$ cat src/rtl/frog_hop_ctrl.sv
// Frog movement and life-cycle controller: button-driven animated grid hops,
// death/respawn sequencing, goal scoring and game-over/restart.
module frog_hop_ctrl #(
   parameter int unsigned H_WIDTH      = 11,
   parameter int unsigned H_HEIGHT     = 11,
   parameter int unsigned IX           = 320,
   parameter int unsigned IY           = 456,
   parameter int unsigned HOP_PIX      = 3,
   parameter int unsigned HOP_FRAMES   = 8,
   parameter int unsigned COOL_FRAMES  = 4,
   parameter int unsigned DEATH_FRAMES = 60,
   parameter int unsigned LIVES        = 3,
   parameter int unsigned GOAL_Y       = 24,
   parameter int unsigned D_WIDTH      = 640,
   parameter int unsigned D_HEIGHT     = 480
) (
   input  logic        i_clk,
   input  logic        i_rst_n,
   input  logic        i_ani_stb,
   input  logic        i_animate,
   input  logic        i_up_btn,
   input  logic        i_down_btn,
   input  logic        i_left_btn,
   input  logic        i_right_btn,
   input  logic        i_start_btn,
   input  logic        i_hit,
   output logic [11:0] o_x1,
   output logic [11:0] o_x2,
   output logic [11:0] o_y1,
   output logic [11:0] o_y2,
   output logic [1:0]  o_lives,
   output logic [7:0]  o_score,
   output logic        o_busy,
   output logic        o_dead,
   output logic        o_game_over
);

   localparam int unsigned PW   = 12;
   localparam int unsigned CW   = 8;
   localparam int unsigned BW   = 5;
   localparam int unsigned STEP = HOP_PIX * HOP_FRAMES;

   localparam int unsigned B_START = 4;
   localparam int unsigned B_UP    = 3;
   localparam int unsigned B_DOWN  = 2;
   localparam int unsigned B_LEFT  = 1;
   localparam int unsigned B_RIGHT = 0;

   typedef enum logic [2:0] {IDLE, HOP, COOLDOWN, DYING, GAME_OVER} state_t;
   typedef enum logic [1:0] {DIR_UP, DIR_DOWN, DIR_LEFT, DIR_RIGHT} dir_t;

   state_t        state;
   dir_t          dir;
   dir_t          req_dir;
   logic          req_ok;
   logic [PW-1:0] x;
   logic [PW-1:0] y;
   logic [PW-1:0] x_step;
   logic [PW-1:0] y_step;
   logic [CW-1:0] cnt;
   logic [BW-1:0] sync_a;
   logic [BW-1:0] sync_b;
   logic [BW-1:0] pressed;
   logic          tick;
   logic          up_ok;
   logic          down_ok;
   logic          left_ok;
   logic          right_ok;

   assign pressed = ~sync_b;
   assign tick    = i_ani_stb & i_animate;

   // Box is a fixed offset of the registered centre
   assign o_x1 = x - PW'(H_WIDTH);
   assign o_x2 = x + PW'(H_WIDTH);
   assign o_y1 = y - PW'(H_HEIGHT);
   assign o_y2 = y + PW'(H_HEIGHT);

   assign up_ok    = y >= PW'(STEP + H_HEIGHT);
   assign down_ok  = (y + PW'(STEP + H_HEIGHT)) <= PW'(D_HEIGHT - 1);
   assign left_ok  = x >= PW'(STEP + H_WIDTH);
   assign right_ok = (x + PW'(STEP + H_WIDTH)) <= PW'(D_WIDTH - 1);

   // Only the highest-priority pressed direction is considered
   always_comb begin
      req_dir = DIR_UP;
      req_ok  = 1'b0;
      if (pressed[B_UP]) begin
         req_dir = DIR_UP;
         req_ok  = up_ok;
      end else if (pressed[B_DOWN]) begin
         req_dir = DIR_DOWN;
         req_ok  = down_ok;
      end else if (pressed[B_LEFT]) begin
         req_dir = DIR_LEFT;
         req_ok  = left_ok;
      end else if (pressed[B_RIGHT]) begin
         req_dir = DIR_RIGHT;
         req_ok  = right_ok;
      end
   end

   always_comb begin
      x_step = x;
      y_step = y;
      case (dir)
         DIR_UP:    y_step = y - PW'(HOP_PIX);
         DIR_DOWN:  y_step = y + PW'(HOP_PIX);
         DIR_LEFT:  x_step = x - PW'(HOP_PIX);
         DIR_RIGHT: x_step = x + PW'(HOP_PIX);
         default: ;
      endcase
   end

   always_ff @(posedge i_clk) begin
      if (!i_rst_n) begin
         state       <= IDLE;
         dir         <= DIR_UP;
         x           <= PW'(IX);
         y           <= PW'(IY);
         cnt         <= '0;
         sync_a      <= '1;
         sync_b      <= '1;
         o_lives     <= 2'(LIVES);
         o_score     <= '0;
         o_busy      <= 1'b0;
         o_dead      <= 1'b0;
         o_game_over <= 1'b0;
      end else begin
         sync_a <= {i_start_btn, i_up_btn, i_down_btn, i_left_btn, i_right_btn};
         sync_b <= sync_a;
         case (state)
            IDLE: begin
               if (tick) begin
                  if (i_hit) begin
                     state  <= DYING;
                     cnt    <= '0;
                     o_dead <= 1'b1;
                  end else if (req_ok) begin
                     state  <= HOP;
                     dir    <= req_dir;
                     cnt    <= '0;
                     o_busy <= 1'b1;
                  end
               end
            end
            HOP: begin
               if (tick) begin
                  if (i_hit) begin
                     state  <= DYING;
                     cnt    <= '0;
                     o_busy <= 1'b0;
                     o_dead <= 1'b1;
                  end else if (cnt == CW'(HOP_FRAMES - 1)) begin
                     state  <= COOLDOWN;
                     cnt    <= '0;
                     o_busy <= 1'b0;
                     if (y_step == PW'(GOAL_Y)) begin
                        if (o_score != 8'hFF) o_score <= o_score + 8'd1;
                        x <= PW'(IX);
                        y <= PW'(IY);
                     end else begin
                        x <= x_step;
                        y <= y_step;
                     end
                  end else begin
                     cnt <= cnt + CW'(1);
                     x   <= x_step;
                     y   <= y_step;
                  end
               end
            end
            COOLDOWN: begin
               if (tick) begin
                  if (i_hit) begin
                     state  <= DYING;
                     cnt    <= '0;
                     o_dead <= 1'b1;
                  end else if (cnt == CW'(COOL_FRAMES - 1)) begin
                     state <= IDLE;
                     cnt   <= '0;
                  end else begin
                     cnt <= cnt + CW'(1);
                  end
               end
            end
            DYING: begin
               if (tick) begin
                  if (cnt == CW'(DEATH_FRAMES - 1)) begin
                     cnt     <= '0;
                     o_dead  <= 1'b0;
                     o_lives <= o_lives - 2'd1;
                     if (o_lives == 2'd1) begin
                        state       <= GAME_OVER;
                        o_game_over <= 1'b1;
                     end else begin
                        state <= IDLE;
                        x     <= PW'(IX);
                        y     <= PW'(IY);
                     end
                  end else begin
                     cnt <= cnt + CW'(1);
                  end
               end
            end
            GAME_OVER: begin
               if (pressed[B_START]) begin
                  state       <= IDLE;
                  o_lives     <= 2'(LIVES);
                  o_score     <= '0;
                  x           <= PW'(IX);
                  y           <= PW'(IY);
                  o_game_over <= 1'b0;
               end
            end
            default: state <= IDLE;
         endcase
      end
   end

endmodule

$ cat config.mk
export PLATFORM = sky130hd
export DESIGN_NAME = frog_hop_ctrl
export DESIGN_NICKNAME = d
export VERILOG_FILES = /design/src/rtl/frog_hop_ctrl.sv
export SDC_FILE = /design/constraint.sdc
export NUM_CORES = 1
export LEC_CHECK = 0
export BUFFER_PORTS_ARGS = -buffer_cell sky130_fd_sc_hd__buf_2
export CAP_MARGIN = 20
export CELL_PAD_IN_SITES_DETAIL_PLACEMENT = 0
export CELL_PAD_IN_SITES_GLOBAL_PLACEMENT = 1
export CORE_MARGIN = 1
export CORE_UTILIZATION = 46
export DETAILED_ROUTE_END_ITERATION = 8
export PLACE_DENSITY = 0.92
export SLEW_MARGIN = 20
export SYNTH_ARGS = -nofsm -noshare
export SYNTH_HDL_FRONTEND = slang
export SYNTH_SLANG_ARGS = --single-unit
export TNS_END_PERCENT = 5
$ cat constraint.sdc
create_clock -name i_clk -period 6.25 [get_ports i_clk]
set_input_delay 1.25 -clock i_clk [delete_from_list [all_inputs] [get_ports i_clk]]
set_output_delay 1.25 -clock i_clk [all_outputs]
set_load 0.005 [all_outputs]
; Word level (Yosys, flattened, before mapping)
; Index checks and enable logic that the tools add are counted.
[totals]
inputBits = 10
out_inout_bits = 61
elab_cells = 164
regBits = 60
[classes]
order_cmp = 4
n_addsub = 13
n_mux = 82
n_reduce_logical = 18
n_eq_ne = 32
n_bitwise = 3
[op_table]
columns = operator, n
row1 = 2-to-1 mux 12 bit, 16
row2 = 2-to-1 mux 8 bit, 17
row3 = one-hot mux 12 bit (3 select lines), 2
row4 = one-hot mux 12 bit (2 select lines), 2
row5 = 2-to-1 mux 3 bit, 13
row6 = one-hot mux 8 bit (4 select lines), 1
row7 = != test 2 bit (second input constant), 14
row8 = adder 12 x 2 -> 12 bit (second input constant), 2
row9 = adder 12 x 4 -> 12 bit (second input constant), 2
row10 = adder 12 x 6 -> 12 bit (second input constant), 2
row11 = >= comparator 12 x 6 -> 1 bit (second input constant), 2
row12 = subtractor 12 x 2 -> 12 bit (second input constant), 2
row13 = subtractor 12 x 4 -> 12 bit (second input constant), 2
row14 = 2-to-1 mux 1 bit, 18
row15 = adder 8 x 1 -> 8 bit (second input constant), 2
row16 = one-hot mux 8 bit (2 select lines), 1
row17 = one-hot mux 3 bit (5 select lines), 1
row18 = 2-to-1 mux 2 bit, 7
row19 = AND reduction 7 bit, 2
row20 = equality test 12 x 5 -> 1 bit (second input constant), 1
row21 = less-or-equal comparator 12 x 10 -> 1 bit (second input constant), 1
row22 = less-or-equal comparator 12 x 9 -> 1 bit (second input constant), 1
row23 = AND reduction 6 bit, 2
row24 = AND reduction 5 bit, 2
row25 = 25 further kinds, 37

; Logic depth before layout (Yosys ltp)
[depth]
ltp_word = 10
mapped_depth = 14
depth_no_buf = 12

; Worst setup path after synthesis
; No wires, ideal clock.
[synth_timing]
kind = flip-flop to flip-flop
from = reg dir[1]
to = reg x[10]
slack_ns = 2.795
t_required_ns = 6.133
stages_incl_launch_ff = 15
arrival_time_ns = 3.338
path_buffers = 2
setup_time_ns = 0.117
synth_period_minus_slack_ns = 3.455
path_cell_list = dfxtp_1 > inv_1 > buf_2 > nand2_1 > inv_1 > ha_1 > a211oi_2 > o211ai_1 > a211o_1 > a221oi_1 > o2111a_1 > nand3_2 > a41o_1 > buf_2 > a22o_1
[synth_via]
elab_chain_len = 8
elab_cells_between_ends = 12
classes_between = eq/ne (4) / mux (7) / reduce/logical (1)
[synth_rtl]
columns = element, line
row1 = from (decl), 53  ; dir_t dir;
row2 = from (signal assigned), 141  ; dir <= req_dir;
row3 = equality test 2 x 1 -> 1 bit / logical NOT 2 bit (equally long branches), 106  ; case (dir)
row4 = one-hot mux 12 bit (2 select lines), 106
row5 = equality test 12 x 5 -> 1 bit, 158  ; if (y_step == PW'(GOAL_Y)) begin
row6 = 2-to-1 mux 12 bit, 158
row7 = 2-to-1 mux 12 bit *, 154  ; end else if (cnt == CW'(HOP_FRAMES - 1)) begin
row8 = 2-to-1 mux 12 bit *, 149  ; if (i_hit) begin
row9 = 2-to-1 mux 12 bit *, 148  ; if (tick) begin
row10 = one-hot mux 12 bit (3 select lines) *, 132  ; case (state)
row11 = to (signal assigned), 160  ; x <= PW'(IX);
row12 = to (signal assigned), 163  ; x <= x_step;
row13 = to (signal assigned), 168  ; x <= x_step;
row14 = to (decl), 56  ; logic [PW-1:0] x;
; Mark *: on every way between the ends. The rest lies on a longest branch, timed or not. The select of a mux whose other input is x is not followed.
; A chain may end at the register's enable or synchronous reset.

; Worst setup path in the final report
[layout_timing]
from = reg dir[1]
to = reg x[0]
; Same word-level chain as after synthesis.

==> qor.yml <==
power_and_ir_drop:
  cellPowerDensity_nw_per_um2: 177
  p_leak_nw: 2.22
  vdd_ir_drop_max_uv: 125
  power.total_uw: 977
  power.share.clock: 0.401
  power.switching_uw: 288
  share_comb_of_total_power: 0.174
  switching_share_of_power: 0.295
  power.internal_uw: 689
  power.share.sequential: 0.425
worst_setup_path:
  endpoint_kind: "flip-flop"
  required_ns: 6.48
  critPathLaunchType: "flip-flop"
  timing.critical_path.arrival_ns: 4.92
  worst-setup-path-type: "flip-flop to flip-flop"
  cp_max_fo: 24
sta:
  final-max-slew-violation-count: 0
  finalCritPeriodShare: 0.750
  grt_setup_unrepaired: "false"
  finalHoldViolations: 0
  skew_final_ns: 0.00857
  max_freq_mhz: 213
  tns_ns: 0
  finalWorstSetupSlack_ns: 1.56
  holdWs_ns: 0.410
  finalSetupViolations: 0
  max_slew.worst_pin.slew_ns: 0.874
  post_layout_min_period_ns: 4.69
  max-slew-margin-rel: 0.413
logic_synthesis:
  syn-num-nets: 681
  syn_area_per_cell_um2: 7.72
  seq_area_frac_synth: 0.243
  synthTopCellsByArea: "sky130_fd_sc_hd__dfxtp_1 (24%), sky130_fd_sc_hd__ha_1 (7.1%), sky130_fd_sc_hd__xnor2_1 (6.0%)"
  synth_cells: 641
  synth_top_cell_by_area: "sky130_fd_sc_hd__dfxtp_1"
  synth_enable_flop_cells: 0
  yosys.cell_count.top_type: "sky130_fd_sc_hd__dfxtp_1"
  ys_ff_latch: 60
  synth.yosys.warnings: 0
  synth.top_cell.area_share: 0.243
  ys.flop_type: "sky130_fd_sc_hd__dfxtp_1"
  synth_commonest_cells: "sky130_fd_sc_hd__dfxtp_1 (60), sky130_fd_sc_hd__nand2_1 (59), sky130_fd_sc_hd__nor2_1 (46)"
  yosys.cell_types.count: 76
  synthesis.area_um2: 4950
  synth-async-reset-ratio: 0
placed_design:
  io_buffer_count: 70
  pre_cts_slack_ns: 1.68
  dp_hpwl_um: 9790
  globalplace.congestion: 0.881
  dpl_cell_area_um2: 5290
  place_inst: 807
floorplan:
  die_height_um: 106
  core.rowCount: 37
  dieArea_um2: 11200
  io_count: 71
  floorplan.core_area_um2: 10400
  die_w_um: 106
  effective_utilization_at_floorplan: 0.477
cells_and_area:
  finish.net_count: 722
  area_growth_syn_to_layout_pct: 11.5
  area.sequential_um2: 1200
  final_core_util: 0.532
  multi_input_comb_area_um2: 3460
  post_route_cells_drive_above_1_share: 0.153
  layout.cell_area.non_filler_um2: 5510
  inserted_diodes: 0
  fillerInstances: 1037
  finish.cell_count_without_fillers: 823
run:
  timing.max_cap.violations: 0
clock_network:
  post_cts_setup_buffer_count: 0
  ctsResizeCount: 0
  clock_sink_count: 60
  clock_h_tree_levels: 3
  cts_inserted_buffers: 9
  cts_hold_buffers: 0
  cts_root_buffer: "sky130_fd_sc_hd__clkbuf_8"
  clk_path_buf_depth: 2
  tritoncts: "built"
  cts.reportedPaths.clkPinSlew_ns: 0.07
  clock_insertion_delay_worst_skew_ns: 0.34
detailed_routing:
  avgRoutedWirePerCell_um: 16.0
  post-route-drc-count: 0
  detailedRoute.firstIterationViolations: 319
  firstDrtPassIters: 5
  vias: 4889
  totalWireLength_um: 13200
  ant_nets: 0
  route.detailed.vias_per_inst: 5.94
hold_path:
  worst_hold_path_type: "flip-flop to flip-flop"
global_routing:
  first_pass_grt_wire_length_um: 21500
  grt.total_usage: 0.235
  grt-ovfl-total: 0
  grt_max_degree: 28
  antenna_violations_before_repair: 0
  grt_pass1_vias: 4522
status:
  run_status: "complete, no violations"
==> final timing paths <==
kind	from	end	slack, ns	cells after the start
setup / recovery	dir[1]	x[0]	1.56	12
hold / removal	sync_a[4]	sync_b[4]	0.41	1
setup reg to reg	dir[1]	x[0]	1.56	12
hold reg to reg	sync_a[4]	sync_b[4]	0.41	1
==> power by group through the flow <==
stage	Combinational, mW	Sequential (mW)	Clock [mW]
final	0.170	0.415	0.392
after global routing	0.189	0.417	0.415
after CTS	0.169	0.414	0.399
after detailed placement	0.168	0.423	0
after global placement	0.166	0.423	0
after floorplan	0.136	0.408	0
==> registers in the layout (all words and copies together), names as in the netlist <==
| register | cells |
|---|---|
| x | 12 |
| y | 12 |
| cnt | 8 |
| o_score | 8 |
| sync_a | 5 |
| sync_b | 5 |
| state | 3 |
| dir | 2 |
| o_lives | 2 |
| o_busy | 1 |
| o_dead | 1 |
| o_game_over | 1 |
==> area by class of cell <==
class,instances,share of cell area
multi-input combinational,514,0.628
sequential,60,0.218
timing repair buffer,71,0.0649
tap,136,0.0309
clock buffer,9,0.0225
clock inverter,7,0.0184
inverter,26,0.0177
==> cells by family after synthesis <==
kind of cell,synth area share
muxes,0.0205
xor gates and xnor gates,0.0903
and+or+nand+nor,0.271
DFF,0.243
AOI/OAI and AO/OA,0.239
adders and majority gates,0.0789
buffers and inverters,0.0572
==> critical path, cell delays in order, from the launching register on <==
cell                       delay (ns)
sky130_fd_sc_hd__dfxtp_1         0.82
sky130_fd_sc_hd__inv_1           0.44
sky130_fd_sc_hd__nand2_1         0.45
sky130_fd_sc_hd__inv_1           0.13
sky130_fd_sc_hd__fa_1            0.41
sky130_fd_sc_hd__a21oi_1         0.32
sky130_fd_sc_hd__o211ai_1        0.18
sky130_fd_sc_hd__a41oi_1         0.29
sky130_fd_sc_hd__mux2i_1         0.34
sky130_fd_sc_hd__o2111a_1        0.27
sky130_fd_sc_hd__nand3_2         0.19
sky130_fd_sc_hd__a41o_1          0.42
sky130_fd_sc_hd__mux2_2          0.31
==> layout by cell type (no fill, tap or decap), types with 6 or more instances in the layout <==
cell	netlist	layout
sky130_fd_sc_hd__nand4_1	6	6
sky130_fd_sc_hd__or2_2	6	6
sky130_fd_sc_hd__nand2_1	59	59
sky130_fd_sc_hd__nor3_1	23	23
sky130_fd_sc_hd__a21o_1	6	6
sky130_fd_sc_hd__nor4b_1	6	6
sky130_fd_sc_hd__clkbuf_8	0	9
sky130_fd_sc_hd__xor2_1	17	17
sky130_fd_sc_hd__inv_1	26	26
sky130_fd_sc_hd__a22o_1	9	9
sky130_fd_sc_hd__mux2i_1	9	9
sky130_fd_sc_hd__nand2b_1	18	18
sky130_fd_sc_hd__and3_1	10	10
sky130_fd_sc_hd__o211ai_1	6	6
sky130_fd_sc_hd__a31oi_1	10	10
sky130_fd_sc_hd__a21oi_1	38	38
sky130_fd_sc_hd__nand3_1	22	22
sky130_fd_sc_hd__buf_2	7	70
sky130_fd_sc_hd__ha_1	28	28
sky130_fd_sc_hd__dfxtp_1	60	60
sky130_fd_sc_hd__or3_1	15	15
sky130_fd_sc_hd__o22ai_1	8	8
sky130_fd_sc_hd__nor2b_1	11	11
sky130_fd_sc_hd__nor2_1	46	46
sky130_fd_sc_hd__o21ai_0	28	28
sky130_fd_sc_hd__xnor2_1	34	34
sky130_fd_sc_hd__o21a_1	9	9
==> routing by layer <==
| metal | wire, um | share of wire | global-route usage |
|---|---|---|---|
| met1 | 6220 | 0.47 | 0.313 |
| met2 | 6070 | 0.46 | 0.386 |
| met3 | 663 | 0.050 | 0.0322 |
| met4 | 242 | 0.018 | 0.0853 |
| met5 | 0 | 0 | 0 |
Note: power is estimated with default switching activity, not from simulation.
